<file path="config.mk">
export PLATFORM = sky130hd
export DESIGN_NAME = vc_fifo_bank
export DESIGN_NICKNAME = d
export VERILOG_FILES = /design/src/rtl/router_pkg.sv /design/src/rtl/vc_fifo_ctrl.sv /design/src/rtl/vc_fifo_bank.sv
export SDC_FILE = /design/constraint.sdc
export NUM_CORES = 2
export LEC_CHECK = 0
export BUFFER_PORTS_ARGS = -buffer_cell sky130_fd_sc_hd__buf_2
export CAP_MARGIN = 20
export CORE_ASPECT_RATIO = 0.6
export CORE_MARGIN = 2
export CORE_UTILIZATION = 50
export DETAILED_ROUTE_END_ITERATION = 8
export PLACE_DENSITY = 0.66
export SLEW_MARGIN = 10
export SYNTH_ARGS = -nofsm -noshare
export SYNTH_HDL_FRONTEND = slang
export SYNTH_SLANG_ARGS = --single-unit
</file>
<file path="constraint.sdc">
create_clock -name clk -period 5.97 [get_ports clk]
set_input_delay 0 -clock clk [delete_from_list [all_inputs] [get_ports clk]]
set_output_delay 0 -clock clk [all_outputs]
set_load 0.01 [all_outputs]
</file>
<file path="src/rtl/router_pkg.sv">
// router_pkg: shared definitions for the router input-port queueing logic.
//   - DATA_W_DEFAULT : default flit width
//   - flit_t         : flit type at the default width
//   - calc_vc_w / calc_ptr_w / calc_cnt_w : derived field widths
package router_pkg;

  localparam int DATA_W_DEFAULT = 64;

  typedef logic [DATA_W_DEFAULT-1:0] flit_t;

  // VC select width; a single-VC bank still carries a 1-bit select.
  function automatic int calc_vc_w(input int num_vc);
    return (num_vc > 1) ? $clog2(num_vc) : 1;
  endfunction

  function automatic int calc_ptr_w(input int depth);
    return $clog2(depth);
  endfunction

  // One extra bit so a completely full VC (count == depth) is representable.
  function automatic int calc_cnt_w(input int depth);
    return $clog2(depth) + 1;
  endfunction

endpackage

</file>
<file path="src/rtl/vc_fifo_ctrl.sv">
// vc_fifo_ctrl: bookkeeping for one virtual channel of the shared FIFO bank.
// Holds head/tail pointers and occupancy; storage lives in the parent.
// Ports:
//   clk, rst      clock, synchronous active-high reset
//   wr_acc        a write to this VC is accepted this cycle
//   rd_acc        a read from this VC is accepted this cycle
//   head, tail    read / write pointers into this VC's slice of storage
//   count         occupancy
//   full, empty, almost_full   status derived from the count register
module vc_fifo_ctrl
  import router_pkg::*;
#(
  parameter int DEPTH     = 8,
  parameter int AF_THRESH = 6,
  localparam int PTR_W    = calc_ptr_w(DEPTH),
  localparam int CNT_W    = calc_cnt_w(DEPTH)
) (
  input  logic             clk,
  input  logic             rst,
  input  logic             wr_acc,
  input  logic             rd_acc,
  output logic [PTR_W-1:0] head,
  output logic [PTR_W-1:0] tail,
  output logic [CNT_W-1:0] count,
  output logic             full,
  output logic             empty,
  output logic             almost_full
);

  logic [PTR_W-1:0] head_reg;
  logic [PTR_W-1:0] tail_reg;
  logic [CNT_W-1:0] count_reg;
  logic [CNT_W-1:0] count_next;

  // Simultaneous accepted read and write leave occupancy unchanged.
  always_comb begin
    count_next = count_reg;
    case ({wr_acc, rd_acc})
      2'b10:   count_next = count_reg + CNT_W'(1);
      2'b01:   count_next = count_reg - CNT_W'(1);
      default: count_next = count_reg;
    endcase
  end

  // Pointers wrap for free because DEPTH is a power of two.
  always_ff @(posedge clk) begin
    if (rst) begin
      head_reg  <= '0;
      tail_reg  <= '0;
      count_reg <= '0;
    end else begin
      if (rd_acc) head_reg <= head_reg + PTR_W'(1);
      if (wr_acc) tail_reg <= tail_reg + PTR_W'(1);
      count_reg <= count_next;
    end
  end

  // Status comes only from the count register, never from the request
  // inputs, so backpressure outputs have no combinational path from wr_en.
  assign head        = head_reg;
  assign tail        = tail_reg;
  assign count       = count_reg;
  assign full        = (count_reg == CNT_W'(DEPTH));
  assign empty       = (count_reg == '0);
  assign almost_full = (count_reg >= CNT_W'(AF_THRESH));

endmodule

</file>
<file path="src/rtl/vc_fifo_bank.sv">
// vc_fifo_bank: NUM_VC independent FIFOs sharing one storage array.
// One write and one read per cycle, each steered by a VC select.
// Ports:
//   clk, rst                   clock, synchronous active-high reset
//   wr_en, wr_vc, wr_data      write request, target VC, flit
//   rd_en, rd_vc               pop request, VC selected for pop and rd_data
//   rd_data, rd_valid          show-ahead head flit of rd_vc (combinational)
//   full, empty, almost_full   per-VC status bits
//   count                      per-VC occupancy, VC v at [v*CNT_W +: CNT_W]
//   err_clr                    clears the sticky error flags
//   err_overflow               sticky: a write was dropped
//   err_underflow              sticky: a read found nothing to pop
module vc_fifo_bank
  import router_pkg::*;
#(
  parameter int DATA_W    = DATA_W_DEFAULT,
  parameter int DEPTH     = 8,
  parameter int NUM_VC    = 4,
  parameter int AF_THRESH = 6,
  localparam int VC_W     = calc_vc_w(NUM_VC),
  localparam int PTR_W    = calc_ptr_w(DEPTH),
  localparam int CNT_W    = calc_cnt_w(DEPTH)
) (
  input  logic                    clk,
  input  logic                    rst,
  input  logic                    wr_en,
  input  logic [VC_W-1:0]         wr_vc,
  input  logic [DATA_W-1:0]       wr_data,
  input  logic                    rd_en,
  input  logic [VC_W-1:0]         rd_vc,
  output logic [DATA_W-1:0]       rd_data,
  output logic                    rd_valid,
  output logic [NUM_VC-1:0]       full,
  output logic [NUM_VC-1:0]       empty,
  output logic [NUM_VC-1:0]       almost_full,
  output logic [NUM_VC*CNT_W-1:0] count,
  input  logic                    err_clr,
  output logic                    err_overflow,
  output logic                    err_underflow
);

  localparam int ADDR_W    = VC_W + PTR_W;
  localparam int MEM_DEPTH = NUM_VC * DEPTH;
  localparam logic [VC_W:0] NUM_VC_L = (VC_W + 1)'(NUM_VC);

  // Shared storage, addressed {vc, ptr}; contents are not reset.
  logic [DATA_W-1:0] mem [MEM_DEPTH];

  logic [PTR_W-1:0] head_arr [NUM_VC];
  logic [PTR_W-1:0] tail_arr [NUM_VC];
  logic [NUM_VC-1:0] wr_acc;
  logic [NUM_VC-1:0] rd_acc;

  logic            wr_vc_ok;
  logic            rd_vc_ok;
  logic [VC_W-1:0] wr_vc_idx;
  logic [VC_W-1:0] rd_vc_idx;
  logic [ADDR_W-1:0] wr_addr;
  logic [ADDR_W-1:0] rd_addr;
  logic            wr_acc_any;
  logic            rd_acc_any;

  logic err_overflow_reg;
  logic err_underflow_reg;

  // Out-of-range VC selects are treated as misses; the index is parked at 0
  // so array lookups stay in bounds.
  assign wr_vc_ok  = ({1'b0, wr_vc} < NUM_VC_L);
  assign rd_vc_ok  = ({1'b0, rd_vc} < NUM_VC_L);
  assign wr_vc_idx = wr_vc_ok ? wr_vc : '0;
  assign rd_vc_idx = rd_vc_ok ? rd_vc : '0;

  genvar gi;
  generate
    for (gi = 0; gi < NUM_VC; gi++) begin : g_vc
      logic wr_hit;
      logic rd_hit;

      assign rd_hit     = rd_en && rd_vc_ok && (rd_vc == VC_W'(gi));
      assign wr_hit     = wr_en && wr_vc_ok && (wr_vc == VC_W'(gi));
      // A read only pops what was already queued; a same-cycle write to an
      // empty VC cannot satisfy it.
      assign rd_acc[gi] = rd_hit && !empty[gi];
      // A full VC still takes a write when the same cycle pops it.
      assign wr_acc[gi] = wr_hit && (!full[gi] || rd_acc[gi]);

      vc_fifo_ctrl #(
        .DEPTH     (DEPTH),
        .AF_THRESH (AF_THRESH)
      ) u_ctrl (
        .clk         (clk),
        .rst         (rst),
        .wr_acc      (wr_acc[gi]),
        .rd_acc      (rd_acc[gi]),
        .head        (head_arr[gi]),
        .tail        (tail_arr[gi]),
        .count       (count[gi*CNT_W +: CNT_W]),
        .full        (full[gi]),
        .empty       (empty[gi]),
        .almost_full (almost_full[gi])
      );
    end
  endgenerate

  assign wr_acc_any = |wr_acc;
  assign rd_acc_any = |rd_acc;
  assign wr_addr    = {wr_vc_idx, tail_arr[wr_vc_idx]};
  assign rd_addr    = {rd_vc_idx, head_arr[rd_vc_idx]};

  always_ff @(posedge clk) begin
    if (!rst && wr_acc_any) begin
      mem[wr_addr] <= wr_data;
    end
  end

  // Show-ahead read port: head flit of the selected VC, forced to zero
  // whenever there is nothing valid to present.
  assign rd_valid = rd_vc_ok && !empty[rd_vc_idx];
  assign rd_data  = rd_valid ? mem[rd_addr] : '0;

  // Sticky errors; a new error in the same cycle as err_clr wins.
  always_ff @(posedge clk) begin
    if (rst) begin
      err_overflow_reg  <= 1'b0;
      err_underflow_reg <= 1'b0;
    end else begin
      if (wr_en && !wr_acc_any)      err_overflow_reg <= 1'b1;
      else if (err_clr)              err_overflow_reg <= 1'b0;
      if (rd_en && !rd_acc_any)      err_underflow_reg <= 1'b1;
      else if (err_clr)              err_underflow_reg <= 1'b0;
    end
  end

  assign err_overflow  = err_overflow_reg;
  assign err_underflow = err_underflow_reg;

endmodule

</file>
# Yosys cells after proc, flatten, opt, wreduce, memory -nomap -nowiden
# Memory sizes are Yosys's and may differ from the RTL's.
# Cells that the tools add are included.
# W data, S select, Z words.
[classes]
eq_ne = 18
mux = 18
n_lt_le_gt_ge = 7
reduce_logical = 49
addsub = 16
n_bitwise = 2
[op_table]
columns = ["cell", "count"]
rows = [
  ["$mux W64", 1],
  ["$pmux W4 S2", 4],
  ["$add A3 B1 Y3 const B", 8],
  ["$logic_and A1 B1 Y1", 19],
  ["$add A4 B1 Y4 const B", 4],
  ["$eq A2 B2 Y1 const B", 8],
  ["$eq A4 B4 Y1 const B", 4],
  ["$ge A4 B3 Y1 const B", 4],
  ["$logic_not A4 Y1", 4],
  ["$sub A4 B1 Y4 const B", 4],
  ["$bmux W3 S2", 2],
  ["$eq A2 B1 Y1 const B", 6],
  ["$logic_not A1 Y1", 12],
  ["$mux W3", 4],
  ["$reduce_bool A2 Y1", 6],
  ["$reduce_or A4 Y1", 2],
  ["$ge A3 B3 Y1 const B", 2],
  ["$mux W1", 6],
  ["$not A2 Y3", 2],
  ["$logic_not A2 Y1", 2],
  ["$logic_or A1 B1 Y1", 4],
  ["$lt A2 B3 Y1 const B", 1],
  ["$bmux W1 S2", 1],
]
[totals]
memories = 1
wordCells = 125
reg_bits = 42
out_inout_bits = 95
in_bits = 73
mem_bits_rw = 2048
[mem_list]
columns = ["memory", "depth", "word_bits", "rd", "rd_ports_with_merged_regs", "write_ports", "line_no", "rtl"]
rows = [
  ["mem", 32, 64, 1, 0, 1, "vc_fifo_bank.sv:47", "logic [DATA_W-1:0] mem [MEM_DEPTH];"],
]

# Depth between registers and ports, before layout
[logic_depth]
word_depth = 9
ltp_mapped = 12

# By module
# Synthesis repeated with hierarchy kept, for this count alone.
[hier_totals]
hier_cells = 5399
area_unflattened_um2 = 83163.5
[modules_own_cells]
columns = ["mod", "cells_per_inst", "n_inst", "area_per_inst_um2"]
rows = [
  ["vc_fifo_bank", 5179, 1, 81081.5],
  ["vc_fifo_ctrl", 55, 4, 520.5],
]

# Least setup slack after synthesis
# No wires, ideal clock.
[synth_timing]
path_type = "register -> register"
startpoint = "register g_vc[0].u_ctrl.count_reg[1]"
endpoint = "memory mem[16][0] in the netlist's numbering (enable)"
n_path_buf = 0
path_stages_with_launch = 6
setup_slack_ps = 1047
arrival_time_ps = 4437
period_less_slack_ps = 4923
cell_sequence = "dfxtp_1 -> nor4b_1 -> a2111oi_4 -> nor4_2 -> or4b_4 -> nor2_1"
[synth_via]
elab_cells_between_ends = 11
classes_between = "1 x eq/ne; 2 x mux; 8 x reduce/logical"
[synth_rtl]
columns = ["item", "line_no", "rtl"]
rows = [
  ["start, declared", "vc_fifo_ctrl.sv:32", "logic [CNT_W-1:0] count_reg;"],
  ["start signal, assigned", "vc_fifo_ctrl.sv:54", "count_reg <= count_next;"],
  ["$eq A4 B4 Y1", "vc_fifo_ctrl.sv:63", "assign full = (count_reg == CNT_W'(DEPTH));"],
  ["named net g_vc[0].u_ctrl.full", "vc_fifo_ctrl.sv:25", "output logic full,"],
  ["$logic_not A1 Y1", "vc_fifo_bank.sv:85", "assign wr_acc[gi] = wr_hit && (!full[gi] || rd_acc[gi]);"],
  ["$logic_or A1 B1 Y1", "vc_fifo_bank.sv:85", ""],
  ["$logic_and A1 B1 Y1", "vc_fifo_bank.sv:85", ""],
  ["$reduce_or A4 Y1", "vc_fifo_bank.sv:105", "assign wr_acc_any = |wr_acc;"],
  ["$logic_and A1 B1 Y1", "vc_fifo_bank.sv:111", "if (!rst && wr_acc_any) begin"],
  ["$mux W1", "vc_fifo_bank.sv:111", ""],
  ["$mux W1 (not written as such)", "vc_fifo_bank.sv:112", "mem[wr_addr] <= wr_data;"],
  ["end, declared", "vc_fifo_bank.sv:47", ""],
]
# The timed path passes the listed nets, and every way through them passes these cells.

# Final worst setup path
[layout_timing]
startpoint = "register g_vc[1].u_ctrl.head_reg[1]"
endpoint = "output rd_data[6]"
[layout_via]
elab_chain_len = 5
[layout_lines]
columns = ["item", "line_no", "rtl"]
rows = [
  ["start, declared", "vc_fifo_ctrl.sv:30", "logic [PTR_W-1:0] head_reg;"],
  ["start signal, assigned", "vc_fifo_ctrl.sv:52", "if (rd_acc) head_reg <= head_reg + PTR_W'(1);"],
  ["$bmux W3 S2", "vc_fifo_bank.sv:108", "assign rd_addr = {rd_vc_idx, head_arr[rd_vc_idx]};"],
  ["$mux W3 (not written as such) (2 in a row)", "vc_fifo_bank.sv:108", ""],
  ["$mem_v2 Z32 W64", "-", ""],
  ["$mux W64", "vc_fifo_bank.sv:119", "assign rd_data = rd_valid ? mem[rd_addr] : '0;"],
  ["end, declared", "vc_fifo_bank.sv:31", "output logic [DATA_W-1:0] rd_data,"],
]
# No other way between the ends. The select of a mux whose other input is x is not followed.

==> impl_results.md <==
- Outcome: finished clean
- Detail Route Antenna Nets: 0
- Number of enable flip-flop cells after synthesis: 2048
- PortBufs: 167
- Worst Setup End Kind: output port
- Final #Nets: 5345
- GRT Total Usage: 0.249
- P_leak: 28.9 nW
- Routability cong.: 0.788
- Core Region: 164000 um^2
- Filler Cells Inserted: 12500
- Relative slew margins: 0.256
- Area grow syn2layout: 12.3%
- Synth Warn #: 0
- Sink Count: 2090
- Period minus WS final: 4.61 ns
- Fin crit share: 0.772
- Hold-fix buffers, CTS: 78
- Reg2reg end: mem[27][51]
- # Max-Cap Violations: 0
- Commonest non-fill, non-tap cells in the layout: edfxtp_1 (2048), nand2_1 (536), a211oi_1 (500), nor2b_1 (378), o21ai_0 (245)
- Total grt overflow: 0
- Max FFs per register: 2048
- Multi-input gate area: 18600 um^2
- Final hold vios: 0
- DR WL/cell: 28.1 um
- Hold depth: 5
- Final wirelength: 212 mm
- Drt pass-1 iters: 6
- Worst skew pair latency: 0.84 ns
- Reg2Reg Setup Slack: 2.15 ns
- R2R cell count: 7
- CP Launch Type: register
- Number of DRC markers in iteration 0: 6271
- Syn nets: 5138
- Syn_area_per_cell: 16.4 um^2
- Pwr/cell area: 312 nW/um^2
- Final Skew: 0.0352 ns
- Worst slew pin tran: 1.11 ns
- Max Fclk: 0.217 GHz
- Max FO, Critical Path: 109
- Most common cell after layout, fill and taps aside: edfxtp_1
- I/O pin cnt: 168
- Chip height: 319 um
- HPWL Detailed: 113 mm
- Max Root-Sink Buffers: 4
- Max VDD drop: 0.270 mV
- First-pass GRT wire length: 310 mm
- Drt drc: 0
- Vias in the first global route: 44900
- Hold WC Path Type: in -> reg
- TritonCTS clock tree: done
- Synth Flop Type: edfxtp_1
- Vias per cell: 6.22
- Worst Path Arrival: 4.61 ns
- Synthesized instance count: 5041
- Row cnt: 115
- ANT cells: 0
- Largest net degree at the start of global routing: 136
- Worst reg2reg startpoint: g_vc[1].u_ctrl.count[1]
- Post-synth ARST share: 0
- Post-synthesis cell type count: 49
- Worst Setup SP: g_vc[1].u_ctrl.head[1]
- Fin. max-slew vios: 0
- PnR worst setup slack: 1.36 ns
- PostCTS Resize Cnt: 0
- Final setup violation count: 0
- RSZ-0062 raised after global routing: no
- H-tree level count: 4
- Die ar.: 168000 um^2
- Crit Path Class: reg -> out
- Post-CTS Setup Repair Bufs: 0
- Worst path required time: 5.97 ns
- Storage element area: 62300 um^2
- Ratio of cells with drive above 1 in the final layout: 0.157
- Flops & latches, synth: 2090
- Clock transition at path regs: 0.06 ns
- Via count: 47000
- Root buffer cell: clkbuf_16
- Cell Area, Synth: 82400 um^2
- # placed instances: 7140
- Pre-CTS setup slack: 2.08 ns
- TNS Setup: 0 ns
- Initial antenna violation count: 5
- CTS buffer count: 189
- Hold path startpoint: rd_vc[1]
- Die X: 528 um
- Starting Density: 0.503
- WHS Endpoint: g_vc[2].u_ctrl.head[0]
- Sequential area share after synthesis: 0.756
- Final std cells w/o fill: 7545
how the worst max path moves through the flow:
stage                  end  depth (start not counted)
3_5_place_dp   mem[27][33]                          8
4_1_cts         rd_data[6]                          8
5_1_grt         rd_data[6]                          8
2_1_floorplan   mem[16][0]                          5
3_3_place_gp    rd_data[6]                          9
6_report        rd_data[6]                          8
metal layers:
layer	track usage	vias up	routed length, um
met4	0.0554	4	4210
met2	0.358	2268	92400
met3	0.0410	275	19000
li1	-	20200	-
met1	0.398	24200	96300
met5	0	-	19
power breakdown:
group / switching (mW) / total, mW / internal [mW]
logic: 0.766 / 1.07 / 0.308
clock network: 5.23 / 11.7 / 6.44
registers: 0.0187 / 16.2 / 16.2
layout make-up:
cell class,count,area share
tap,2164,0.0293
sequential,2090,0.674
multi-input combinational,2573,0.201
inverter,18,0.000730
clock buffer,238,0.0533
clock inverter,86,0.00854
timing repair buffer,376,0.0336
critical path, cell delays in order (launching register included):
cell and delay (ns):
dfxtp_1 0.42, mux2i_1 0.22, mux2_8 0.75, buf_4 0.61, a211oi_1 0.08, o21ai_0 0.50
o2111ai_1 0.30, a211oi_1 0.54, buf_2 0.23
metrics by stage:
step                hold slack [ns]  power (mW)  instance area (um^2)  utilization
floorplan                    0.0989        17.0                 82400            -
global placement              0.313        17.5                 86000        0.525
detailed placement            0.331        17.5                 86000        0.525
CTS                          0.0657        29.1                 92500        0.565
finish                        0.112        28.9                 92600        0.565
global route                  0.160        29.7                 92600        0.565
Yosys cell counts (38+ instances only):
master / n / area [um^2]
nor2b_1: 379 / 2370
o2111ai_1: 63 / 552
o21ai_0: 245 / 1230
clkbuf_1: 160 / 601
a311oi_1: 62 / 543
a31oi_1: 195 / 1220
mux4_2: 131 / 2950
buf_4: 38 / 285
mux2_2: 133 / 1500
a211oi_1: 500 / 3750
dfxtp_1: 42 / 841
edfxtp_1: 2048 / 61500
a21oi_1: 84 / 420
nor2_1: 85 / 319
buf_2: 131 / 656
nand2_1: 537 / 2020
logic make-up (layout without fill, tap and decap cells):
| family | after synthesis | after routing | synth area share |
|---|---|---|---|
| AO/OA/AOI/OAI | 1186 | 1186 | 0.0967 |
| buffers and inverters | 378 | 718 | 0.0227 |
| adder cells (fa/ha/maj) | 24 | 24 | 0.00401 |
| XOR/XNOR | 28 | 28 | 0.00297 |
| flip-flops | 2090 | 2090 | 0.756 |
| multiplexers | 284 | 284 | 0.0564 |
| AND/OR/NAND/NOR | 1051 | 1051 | 0.0611 |
No activity file was read; power rests on OpenSTA's default activity.
